### src/rtl/wdt_pkg.sv
// Shared types and register map for the watchdog timeout generator.
package wdt_pkg;

  typedef enum logic [1:0] {
    WDT_IDLE    = 2'd0,
    WDT_COUNT   = 2'd1,
    WDT_EXPIRED = 2'd2
  } wdt_state_e;

  localparam logic [1:0] WDT_ADDR_WDEN   = 2'd0;
  localparam logic [1:0] WDT_ADDR_WDLIVE = 2'd1;
  localparam logic [1:0] WDT_ADDR_WTOCNT = 2'd2;
  localparam logic [1:0] WDT_ADDR_STATUS = 2'd3;

  // Wide enough for any supported CNT_W; sliced down at the point of use.
  localparam logic [63:0] WDT_CNT_RST = '1;

endpackage

### src/rtl/wdt_prescaler.sv
// Free-running tick divider for the watchdog; tick pulses once every 2**PRESCALE_LOG2 cycles.
module wdt_prescaler #(
  parameter int PRESCALE_LOG2 = 4
) (
  input  logic clk,
  input  logic rst,
  input  logic clr,
  output logic tick
);

  logic [PRESCALE_LOG2-1:0] div;

  // Clearing restarts a full period, so the first tick after clr is a whole period away.
  always_ff @(posedge clk) begin
    if (rst || clr) begin
      div <= '0;
    end else begin
      div <= div + 1'b1;
    end
  end

  assign tick = &div;

endmodule

### src/rtl/wdt_timeout_gen.sv
// Watchdog timer producing the registered WTO level for the CSR unit.
// Build option WDT_PRESCALE_EN enables the tick prescaler (otherwise tick every clk).
module wdt_timeout_gen
  import wdt_pkg::*;
#(
  parameter int CNT_W         = 32,
  parameter int PRESCALE_LOG2 = 4
) (
  input  logic        clk,
  input  logic        rst,
  input  logic        cfg_we,
  input  logic        cfg_re,
  input  logic [1:0]  cfg_addr,
  input  logic [31:0] cfg_wdata,
  output logic [31:0] cfg_rdata,
  input  logic        wto_ack,
  output logic        wto
);

  wdt_state_e       state, state_d;
  logic [CNT_W-1:0] cnt, cnt_d;
  logic [CNT_W-1:0] wtocnt;
  logic             wden;
  logic             wto_d;
  logic             tick;
  logic             wden_wr, wden_set, wden_clr, kick, wtocnt_wr;
  logic             unused_ok;

  assign wden_wr   = cfg_we && (cfg_addr == WDT_ADDR_WDEN);
  assign wden_set  = wden_wr && cfg_wdata[0];
  assign wden_clr  = wden_wr && !cfg_wdata[0];
  assign kick      = cfg_we && (cfg_addr == WDT_ADDR_WDLIVE) && cfg_wdata[0];
  assign wtocnt_wr = cfg_we && (cfg_addr == WDT_ADDR_WTOCNT) && !wden;

`ifdef WDT_PRESCALE_EN
  logic presc_clr;

  // Restart the tick period on entry to COUNT and on every accepted kick.
  assign presc_clr = ((state != WDT_COUNT) && (state_d == WDT_COUNT)) ||
                     ((state == WDT_COUNT) && kick);

  wdt_prescaler #(
    .PRESCALE_LOG2(PRESCALE_LOG2)
  ) u_prescaler (
    .clk (clk),
    .rst (rst),
    .clr (presc_clr),
    .tick(tick)
  );

  assign unused_ok = cfg_re;
`else
  assign tick      = 1'b1;
  assign unused_ok = cfg_re ^ PRESCALE_LOG2[0];
`endif

  always_ff @(posedge clk) begin
    if (rst) begin
      state  <= WDT_IDLE;
      cnt    <= '0;
      wto    <= 1'b0;
      wden   <= 1'b0;
      wtocnt <= WDT_CNT_RST[CNT_W-1:0];
    end else begin
      state <= state_d;
      cnt   <= cnt_d;
      wto   <= wto_d;
      if (wden_wr) begin
        wden <= cfg_wdata[0];
      end
      if (wtocnt_wr) begin
        wtocnt <= cfg_wdata[CNT_W-1:0];
      end
    end
  end

  // Expiry holds cnt rather than incrementing, so an all-ones limit can never wrap it.
  always_comb begin
    state_d = state;
    cnt_d   = cnt;
    wto_d   = wto;
    case (state)
      WDT_IDLE: begin
        cnt_d = '0;
        wto_d = 1'b0;
        if (wden_set) begin
          state_d = WDT_COUNT;
        end
      end
      WDT_COUNT: begin
        if (kick) begin
          cnt_d = '0;
        end else if (tick) begin
          if (cnt >= wtocnt) begin
            state_d = WDT_EXPIRED;
            wto_d   = 1'b1;
          end else begin
            cnt_d = cnt + 1'b1;
          end
        end
      end
      WDT_EXPIRED: begin
        if (wto_ack) begin
          cnt_d   = '0;
          wto_d   = 1'b0;
          state_d = wden ? WDT_COUNT : WDT_IDLE;
        end
      end
      default: begin
        state_d = WDT_IDLE;
        cnt_d   = '0;
        wto_d   = 1'b0;
      end
    endcase
    if (wden_clr) begin
      state_d = WDT_IDLE;
      cnt_d   = '0;
      wto_d   = 1'b0;
    end
  end

  always_comb begin
    cfg_rdata = '0;
    case (cfg_addr)
      WDT_ADDR_WDEN:   cfg_rdata = {31'd0, wden};
      WDT_ADDR_WDLIVE: cfg_rdata = '0;
      WDT_ADDR_WTOCNT: cfg_rdata = 32'(wtocnt);
      WDT_ADDR_STATUS: cfg_rdata = {cnt[29:0], state};
      default:         cfg_rdata = '0;
    endcase
  end

endmodule
### config.mk
export PLATFORM = sky130hd
export DESIGN_NAME = wdt_timeout_gen
export DESIGN_NICKNAME = d
export VERILOG_FILES = /design/src/rtl/wdt_pkg.sv /design/src/rtl/wdt_prescaler.sv /design/src/rtl/wdt_timeout_gen.sv
export SDC_FILE = /design/constraint.sdc
export NUM_CORES = 1
export LEC_CHECK = 0
export CORE_MARGIN = 8
export CORE_UTILIZATION = 54
export CTS_CLUSTER_SIZE = 25
export DETAILED_ROUTE_END_ITERATION = 6
export GPL_TIMING_DRIVEN = 0
export HOLD_SLACK_MARGIN = 0.12
export PLACE_DENSITY_LB_ADDON = 0.2
export SYNTH_ARGS = -nofsm -noshare
export SYNTH_HDL_FRONTEND = slang
export SYNTH_SLANG_ARGS = --single-unit
export TNS_END_PERCENT = 10
### constraint.sdc
create_clock -name clk -period 2.9 [get_ports clk]
set_clock_uncertainty 0.2 [all_clocks]
set_input_delay 0.58 -clock clk [delete_from_list [all_inputs] [get_ports clk]]
set_output_delay 0.58 -clock clk [all_outputs]
set_load 0.1 [all_outputs]
==> reports/qor.yml, run 1 <==
synthesis:
  synth_commonest_cells: "dfxtp_1, nand2_1, inv_1"
  synth_edf_count: 0
  synthXorXnorAreaFrac: 0
  synth_area_leader_cell: "dfxtp_1"
  synth_nets: 606
  yosysTopAreaCellShare: 0.308
  async_flop_share: 0
  synth_cell_types: 66
  ys_warn_count: 0
  synth-adder-area-share: 0.0934
  yosys-mux-area-fraction: 0.0772
  synth_compound_area_frac: 0.224
  ys_seq_area_frac: 0.308
  syn_area_um2: 4420
  synth_cells: 534
  synth-seq-cells: 68
  netlist_top_cells_area: "dfxtp_1, ha_1, mux2i_1"
  synth.most_common_cell: "dfxtp_1"
  synth_top_family_by_area: "simple AND/OR/NAND/NOR gates"
  synth_simple_gate_area_share: 0.233
  syn_area_per_cell_um2: 8.28
  synth_ff_type: "dfxtp_1"
placement:
  dpl_cell_area_um2: 5330
  gp_congestion: 0.898
  io_buffers: 69
  place_ws_ns: -1.08
  dp_hpwl_um: 10000
clock_network:
  cts_htree_levels: 3
  insertion_delay_ns: 0.35
  hold_buffers: 0
  clock-sinks: 68
  cts-buffers-inserted: 9
  root_buffer: "clkbuf_8"
  cts_tree: "built"
  clk_path_buf_depth: 2
  clk_pin_slew_ns: 0.07
global_route:
  grt_pass1_vias: 4124
  grt_antenna_before_repair: 0
  grt.overflow.total: 0
  grt_usage: 0.242
  grt_pass1_wl_um: 21700
  grt_max_degree: 11
timing:
  layout_setup_ws_ns: 0.0452
  slew_headroom: 0.356
  setup_viol_count_final: 0
  post-route-period-util: 0.984
  finalMaxSlewViolations: 0
  min_period_ns: 2.85
  fin_hold_ws_ns: 0.307
  worst_slew_pin_slew_ns: 0.963
  hold_viol: 0
  fmax_mhz: 350
drt:
  drt-initial-drc-count: 362
  wl_met3_um: 999
  post_drt_wl_per_cell_um: 18.9
  top_layer: "met4"
  drt_wl_total_um: 13700
  drcViolationCount: 0
  dr_wl_met2_um: 6270
  dr.pass1.iters: 5
  m1WireLength_um: 6170
  avgViaCountPerCell: 5.99
  antenna_left: 0
  vias: 4363
power_and_ir_drop:
  p_sw_frac: 0.339
  intPower_uw: 1420
  p_switching_uw: 731
  combPwrFrac: 0.239
  power_frac_clock: 0.310
  leakage_uw: 0.00259
  max-vdd-ir-drop_v: 0.000249
  p_seq_frac: 0.452
  power.density_nw_per_um2: 387
finish:
  n_fill_cell: 712
  area_delta_synth_final_pct: 26.1
  design_area_um2: 5570
  antenna_cells: 0
  drive_above_1_share: 0.205
  nets: 691
  regArea_um2: 1370
  multi_input_area_um2: 2940
worst_hold_path:
  holdPathStages: 1
  hold_end: "cnt[30]"
  hp-class: "reg -> reg"
  worstHoldStart: "cnt[30]"
setup_path:
  cp.arrival_ns: 2.07
  required_ns: 2.12
  path_max_fanout: 10
  critPathKind: "in -> out"
  r2r_start: "cnt[0]"
  worst_setup_path_start_kind: "input pin"
  worstRegToRegCells: 11
  r2r_end: "cnt[6]"
  critPathCaptureType: "output port"
  r2r_setup_slack_ns: 0.08
floorplan:
  die_y_um: 106
  start_util: 0.546
  io_pins: 72
  dieArea_um2: 11300
  row_count: 33
  core_um2: 8090
  die_x_um: 106
run_status:
  outcome: "completed"
flow_run:
  drv_cap: 0
## worst max path at each step
stage / depth (start not counted) / slack, ns / from / to
floorplan: 4 / -0.07 / cfg_addr[0] / cfg_rdata[10]
global placement: 4 / -1.03 / cfg_addr[1] / cfg_rdata[15]
detailed placement: 4 / -1.08 / cfg_addr[1] / cfg_rdata[22]
CTS: 4 / -0.22 / cfg_addr[1] / cfg_rdata[22]
global route: 11 / -0.06 / cnt[0] / cnt[6]
finish: 4 / 0.05 / cfg_addr[1] / cfg_rdata[23]
## cell type report
cell class / instances / area share
Buffer: 31 / 0.0319
Clock buffer: 12 / 0.0242
Clock inverter: 3 / 0.00269
Inverter: 39 / 0.0267
Multi-Input combinational cell: 396 / 0.527
Sequential cell: 68 / 0.245
Tap cell: 105 / 0.0236
Timing Repair Buffer: 74 / 0.119
## worst max-delay path, stage by stage
cell	delay (ns)
clkdlybuf4s50_1	0.60
clkbuf_2	0.38
nor2b_2	0.22
buf_4	0.29
## kinds of logic (layout without fill, tap and decap cells)
family	after synthesis	in the layout
buffers and inverters	70	159
AND/OR/NAND/NOR	193	193
flip-flops	68	68
AO/OA/AOI/OAI	136	136
multiplexers	34	34
adder cells (fa/ha/maj)	33	33
## metrics by stage
step	std cells	utilization	setup TNS (ns)	total power (µW)
floorplan	534	-	-2.05	1360
global placement	708	0.659	-36.36	1500
detailed placement	708	0.659	-37.46	1510
CTS	723	0.673	-2.58	2160
global route	728	0.689	-0.0612	2230
finish	728	0.689	0	2150
## cells in the final DEF, fill, tap and decap left out, types with 23 or more instances in the layout
| cell type | count |
|---|---|
| ha_1 | 33 |
| inv_1 | 38 |
| nor2b_2 | 29 |
| dfxtp_1 | 65 |
| buf_4 | 35 |
| nand2_1 | 65 |
| nor2_1 | 23 |
| o211ai_1 | 31 |
| clkdlybuf4s50_1 | 37 |
| mux2i_1 | 33 |
## registers in the layout, indices dropped and copies added (netlist names)
signal,count
cnt,32
wtocnt,32
state,2
wden,1
wto,1
## power by group through the flow
stage / registers (µW) / clock network (µW) / logic (µW)
floorplan: 990 / 0 / 366
global placement: 992 / 0 / 511
detailed placement: 994 / 0 / 518
CTS: 972 / 675 / 513
global route: 975 / 711 / 541
finish: 973 / 668 / 514
## routing by layer
layer | global-route usage | up-vias
li1 | - | 2104
met1 | 0.318 | 2063
met2 | 0.382 | 169
met3 | 0.0520 | 27
met4 | 0.0884 | 0
met5 | 0 | -
## timing repair
| action | CTS | global route |
|---|---|---|
| pin swaps | 1 | 5 |
| setup buffers | 0 | 5 |
| resized for setup | 195 | 26 |
| endpoints found under the setup margin | 59 | 38 |
(Power assumes the default switching activity.)
==> run 2: changes to the inputs <==
--- a/config.mk
+++ b/config.mk
@@ -5,6 +5,7 @@
 export SDC_FILE = /design/constraint.sdc
 export NUM_CORES = 1
 export LEC_CHECK = 0
+export CAP_MARGIN = 40
 export CORE_MARGIN = 8
 export CORE_UTILIZATION = 54
 export CTS_CLUSTER_SIZE = 25
==> reports/qor.yml, run 2 (synthesized netlist as in run 1, its figures left out) <==
drt:
  vias: 4613
  avgViaCountPerCell: 6.03
  dr.pass1.iters: 5
  drt-initial-drc-count: 321
  drt_wl_total_um: 14600
  post_drt_wl_per_cell_um: 19.1
  drcViolationCount: 0
  antenna_left: 0
power_and_ir_drop:
  p_switching_uw: 769
  leakage_uw: 0.00284
  intPower_uw: 1700
  p_sw_frac: 0.311
  power_frac_clock: 0.351
  power.density_nw_per_um2: 394
  max-vdd-ir-drop_v: 0.000263
  combPwrFrac: 0.255
  p_seq_frac: 0.394
finish:
  area_delta_synth_final_pct: 42.0
  final_cell_mix: "clkdlybuf4s50_1, dfxtp_1, nand2_1"
  nets: 727
  antenna_cells: 0
  top_regs: "cnt: 32 flops, wtocnt: 32 flops, state: 2 flops"
  drive_above_1_share: 0.202
  layout_commonest_cell: "clkdlybuf4s50_1"
  design_area_um2: 6280
  fin_cells: 765
  fin_util: 0.776
floorplan:
  die_y_um: 106
  core_um2: 8090
  row_count: 33
  dieArea_um2: 11300
  start_util: 0.546
  io_pins: 72
  die_x_um: 106
clock_network:
  cts_htree_levels: 3
  clk_pin_slew_ns: 0.08
  clock-sinks: 68
  insertion_delay_ns: 0.35
  clk_path_buf_depth: 2
  cts_tree: "built"
  hold_buffers: 0
  root_buffer: "clkbuf_8"
  cts-buffers-inserted: 9
timing:
  layout_setup_ws_ns: -0.0383
  setup_viol_count_final: 1
  finalSetupTns_ns: -0.0383
  slew_headroom: 0.521
  hold_viol: 0
  rsz0062_at_grt: "yes"
  post-route-period-util: 1.01
  finalMaxSlewViolations: 0
  worst_slew_pin_slew_ns: 0.719
  min_period_ns: 2.94
  fmax_mhz: 340
global_route:
  grt_util_met2: 0.416
  grt_pass1_vias: 4428
  grt_usage: 0.255
  grt_pass1_wl_um: 23000
  grt_antenna_before_repair: 0
  grt.overflow.total: 0
  busiest_layer: "met2"
  grt_max_degree: 12
  met1_usage: 0.318
  use_met3: 0.0544
placement:
  gp_congestion: 0.898
  io_buffers: 69
  place_ws_ns: -0.631
  dpl_cell_area_um2: 5860
  dp_hpwl_um: 10800
  dp_cells: 744
setup_path:
  critPathCaptureType: "flop"
  path_max_fanout: 10
  critPathKind: "in -> reg"
  required_ns: 2.94
  cp.arrival_ns: 2.98
  worst_setup_path_start_kind: "input pin"
worst_hold_path:
  hp-class: "reg -> reg"
run_status:
  outcome: "finished, violations left"
  violations: "setup timing"
flow_run:
  drv_cap: 0
==> run 2: through the flow <==
stage	power [µW]	hold WS, ns
after detailed placement	1610	0.301
after global placement	1500	0.293
after floorplan	1360	0.256
after global routing	2540	0.349
after CTS	2470	0.318
final	2470	0.319
==> run 2: worst paths after layout <==
| check | from | end | cells after the start | slack [ns] |
|---|---|---|---|---|
| worst max-delay path | cfg_wdata[0] | cnt[10] | 8 | -0.04 |
| worst min register to register | cnt[30] | cnt[30] | 1 | 0.32 |
| worst max register to register | cnt[0] | cnt[4] | 11 | 0.03 |
| worst min-delay path | cnt[30] | cnt[30] | 1 | 0.32 |
==> run 2: what timing repair did <==
item                                    in CTS  in global routing
endpoints found under the setup margin      58                 65
gates resized for setup                     23                 17
setup buffers                                0                  5
pin swaps                                    1                  5
hold endpoints to repair                     0                  0
==> run 2: area by class of cell <==
type | count | area, µm²
clock inverters | 3 | 42.5
fillers | 574 | 1820
multi-input cells | 396 | 2950
well taps | 105 | 131
plain buffers | 31 | 196
flip-flops and latches | 68 | 1360
inverters | 39 | 149
repair buffers | 110 | 1260
clock buffers | 13 | 179
==> run 2: worst max-delay path, stage by stage <==
cell and delay, ns:
clkdlybuf4s50_1 0.54, inv_1 0.10, a31oi_4 0.26, and2_1 0.18, clkbuf_1 0.46, clkbuf_1 0.53
o21ai_0 0.20, o31ai_1 0.13
==> run 2: layer usage <==
metal | vias to the layer above | part of all wire
met3 | 52 | 0.085
li1 | 2177 | -
met5 | - | 0
met4 | 0 | 0.032
met2 | 226 | 0.47
met1 | 2158 | 0.41
==> run 2: power by group through the flow <==
stage / registers [µW] / logic, µW / clock network [µW]
2_1_floorplan: 990 / 366 / 0
3_3_place_gp: 992 / 511 / 0
3_5_place_dp: 994 / 616 / 0
4_1_cts: 973 / 627 / 870
5_1_grt: 976 / 659 / 905
6_report: 973 / 631 / 868
==> run 3: changes to the inputs <==
--- a/config.mk
+++ b/config.mk
@@ -5,9 +5,10 @@
 export SDC_FILE = /design/constraint.sdc
 export NUM_CORES = 1
 export LEC_CHECK = 0
+export ABC_AREA = 1
 export CAP_MARGIN = 40
 export CORE_MARGIN = 8
-export CORE_UTILIZATION = 54
+export CORE_UTILIZATION = 55
 export CTS_CLUSTER_SIZE = 25
 export DETAILED_ROUTE_END_ITERATION = 6
 export GPL_TIMING_DRIVEN = 0
==> reports/qor.yml, run 3 <==
run_status:
  outcome: "finished, violations left"
  violations: "setup timing"
clock_network:
  insertion_delay_ns: 0.36
  cts_htree_levels: 3
  cts_tree: "built"
  root_buffer: "clkbuf_8"
  post_cts_buffers: 0
  clk_pin_slew_ns: 0.08
  clk_path_buf_depth: 2
  clock-sinks: 68
  cts-buffers-inserted: 9
  hold_buffers: 0
drt:
  antenna_left: 0
  avgViaCountPerCell: 6.02
  post_drt_wl_per_cell_um: 19.3
  drt_wl_total_um: 18300
  drcViolationCount: 0
  vias: 5711
  drt-initial-drc-count: 588
  dr.pass1.iters: 7
floorplan:
  die_x_um: 109
  start_util: 0.557
  row_count: 34
  core_um2: 8550
  die_y_um: 109
  io_pins: 72
  dieArea_um2: 11900
timing:
  hold_viol: 0
  min_period_ns: 2.92
  worst_slew_pin_slew_ns: 0.611
  slew_headroom: 0.593
  finalMaxSlewViolations: 0
  layout_setup_ws_ns: -0.0168
  setup_viol_count_final: 1
  post-route-period-util: 1.01
  fmax_mhz: 343
  rsz0062_at_grt: "yes"
setup_path:
  crit_path_cell_trace: "buf_4 -> inv_2 -> nor2_2 -> inv_2 -> clkbuf_8 -> o22ai_1 -> clkdlybuf4s50_1 -> buf_12"
  max_stage_delay_ns: 0.57
  critPathLaunch: "cfg_addr[1]"
  cp_common_cell: "inv_2"
  required_ns: 2.12
  crit_family: "buffers and inverters"
  r2r_setup_slack_ns: 0.21
  r2r_start: "cnt[9]"
  cp_slowest_cell: "clkdlybuf4s50_1"
  r2r_end: "cnt[10]"
  cp.arrival_ns: 2.14
  critPathKind: "in -> out"
  worstRegToRegCells: 16
  crit_buf_inv: 6
  path_max_fanout: 10
  critPathCaptureType: "output port"
  worst_setup_path_start_kind: "input pin"
  crit_end: "cfg_rdata[27]"
  cp_num_cells: 8
synthesis:
  synth_edf_count: 0
  ys_warn_count: 0
  synth_area_leader_cell: "dfxtp_1"
  synth_cells: 728
  ys_seq_area_frac: 0.286
  yosysTopAreaCellShare: 0.286
  synth_simple_gate_area_share: 0.342
  synth-seq-cells: 68
  syn_area_per_cell_um2: 6.54
  netlist_top_cells_area: "dfxtp_1, nand2_1, ha_1"
  synth_commonest_cells: "nand2_1, inv_1, nor2_1"
  synth_ff_type: "dfxtp_1"
  synth_compound_area_frac: 0.158
  synth_top_family_by_area: "simple AND/OR/NAND/NOR gates"
  synth.most_common_cell: "nand2_1"
  synth_nets: 800
  yosys-mux-area-fraction: 0
  async_flop_share: 0
  synthXorXnorAreaFrac: 0.0147
  synth_cell_types: 36
  synth-adder-area-share: 0.0867
  syn_area_um2: 4760
power_and_ir_drop:
  power_frac_clock: 0.356
  p_sw_frac: 0.333
  max-vdd-ir-drop_v: 0.000287
  leakage_uw: 0.00311
  p_seq_frac: 0.384
  finalPower_uw: 2520
  power.density_nw_per_um2: 388
  combPwrFrac: 0.260
  p_switching_uw: 840
  intPower_uw: 1680
placement:
  dp_cells: 937
  dp_hpwl_um: 13700
  io_buffers: 68
  place_ws_ns: -0.456
  gp_congestion: 1.01
global_route:
  grt.overflow.total: 0
  grt_pass1_wl_um: 28800
  grt_max_degree: 13
  grt_antenna_before_repair: 0
  grt_usage: 0.310
  grt_pass1_vias: 5631
finish:
  antenna_cells: 0
  final_cell_mix: "nand2_1, inv_1, nor2_1"
  top_regs: "cnt: 32 flops, wtocnt: 32 flops, state: 2 flops"
  fin_cells: 949
  drive_above_1_share: 0.120
  fin_util: 0.761
  nets: 909
  area_delta_synth_final_pct: 36.5
  layout_commonest_cell: "nand2_1"
flow_run:
  drv_cap: 0
worst_hold_path:
  hp-class: "reg -> reg"
[run 3: power by group through the flow]
stage | Combinational, µW | Clock (µW) | Sequential [µW]
detailed placement | 618 | 0 | 990
finish | 657 | 898 | 969
global route | 682 | 915 | 971
floorplan | 361 | 0 | 988
CTS | 641 | 875 | 968
global placement | 511 | 0 | 989
[run 3: worst min-delay path, delay by kind of cell (launching register included)]
family / cells / cell delay, ns
DFF: 1 / 0.35
and+or+nand+nor: 2 / 0.12
[run 3: repair_timing]
action,CTS,global route
endpoints found under the hold margin,0,0
gates resized for setup,45,26
setup endpoints to repair,31,19
[run 3: layout make-up]
| class | instances | area, µm² |
|---|---|---|
| Inverter | 94 | 353 |
| Tap cell | 108 | 135 |
| Multi-Input combinational cell | 537 | 2870 |
| Fill cell | 620 | 2050 |
| Timing Repair Buffer | 98 | 1340 |
| Buffer | 29 | 224 |
| Clock buffer | 9 | 124 |
| Sequential cell | 68 | 1360 |
| Clock inverter | 6 | 90.1 |
[run 3: metrics by stage]
| stage | setup TNS (ns) | hold slack [ns] | instance area (µm²) |
|---|---|---|---|
| 2_1_floorplan | -16.22 | 0.256 | 4760 |
| 3_3_place_gp | -22.54 | 0.282 | 5580 |
| 3_5_place_dp | -11.60 | 0.293 | 6100 |
| 4_1_cts | -0.00434 | 0.304 | 6430 |
| 5_1_grt | -0.0913 | 0.348 | 6500 |
| 6_report | -0.0168 | 0.316 | 6500 |
[run 3: routing by layer]
layer | vias to the layer above | global-route usage | part of all wire
met5 | - | 0 | 0
met4 | 0 | 0.122 | 0.035
met3 | 70 | 0.0668 | 0.10
met2 | 388 | 0.514 | 0.47
met1 | 2651 | 0.383 | 0.40
li1 | 2602 | - | -
[run 3: worst min path at each step]
stage | cells after the start | end | start | slack (ns)
2_1_floorplan | 2 | cnt[16] | cnt[16] | 0.26
3_3_place_gp | 2 | cnt[16] | cnt[16] | 0.28
3_5_place_dp | 2 | cnt[21] | cnt[21] | 0.29
4_1_cts | 2 | cnt[21] | cnt[21] | 0.30
5_1_grt | 2 | cnt[31] | cnt[31] | 0.35
6_report | 2 | cnt[21] | cnt[21] | 0.32
[run 3: cell families after synthesis]
| logic type | Yosys count |
|---|---|
| fa+ha+maj | 33 |
| buf+inv | 123 |
| flops | 68 |
| xor+xnor | 8 |
| compound gates | 122 |
| simple gates | 374 |
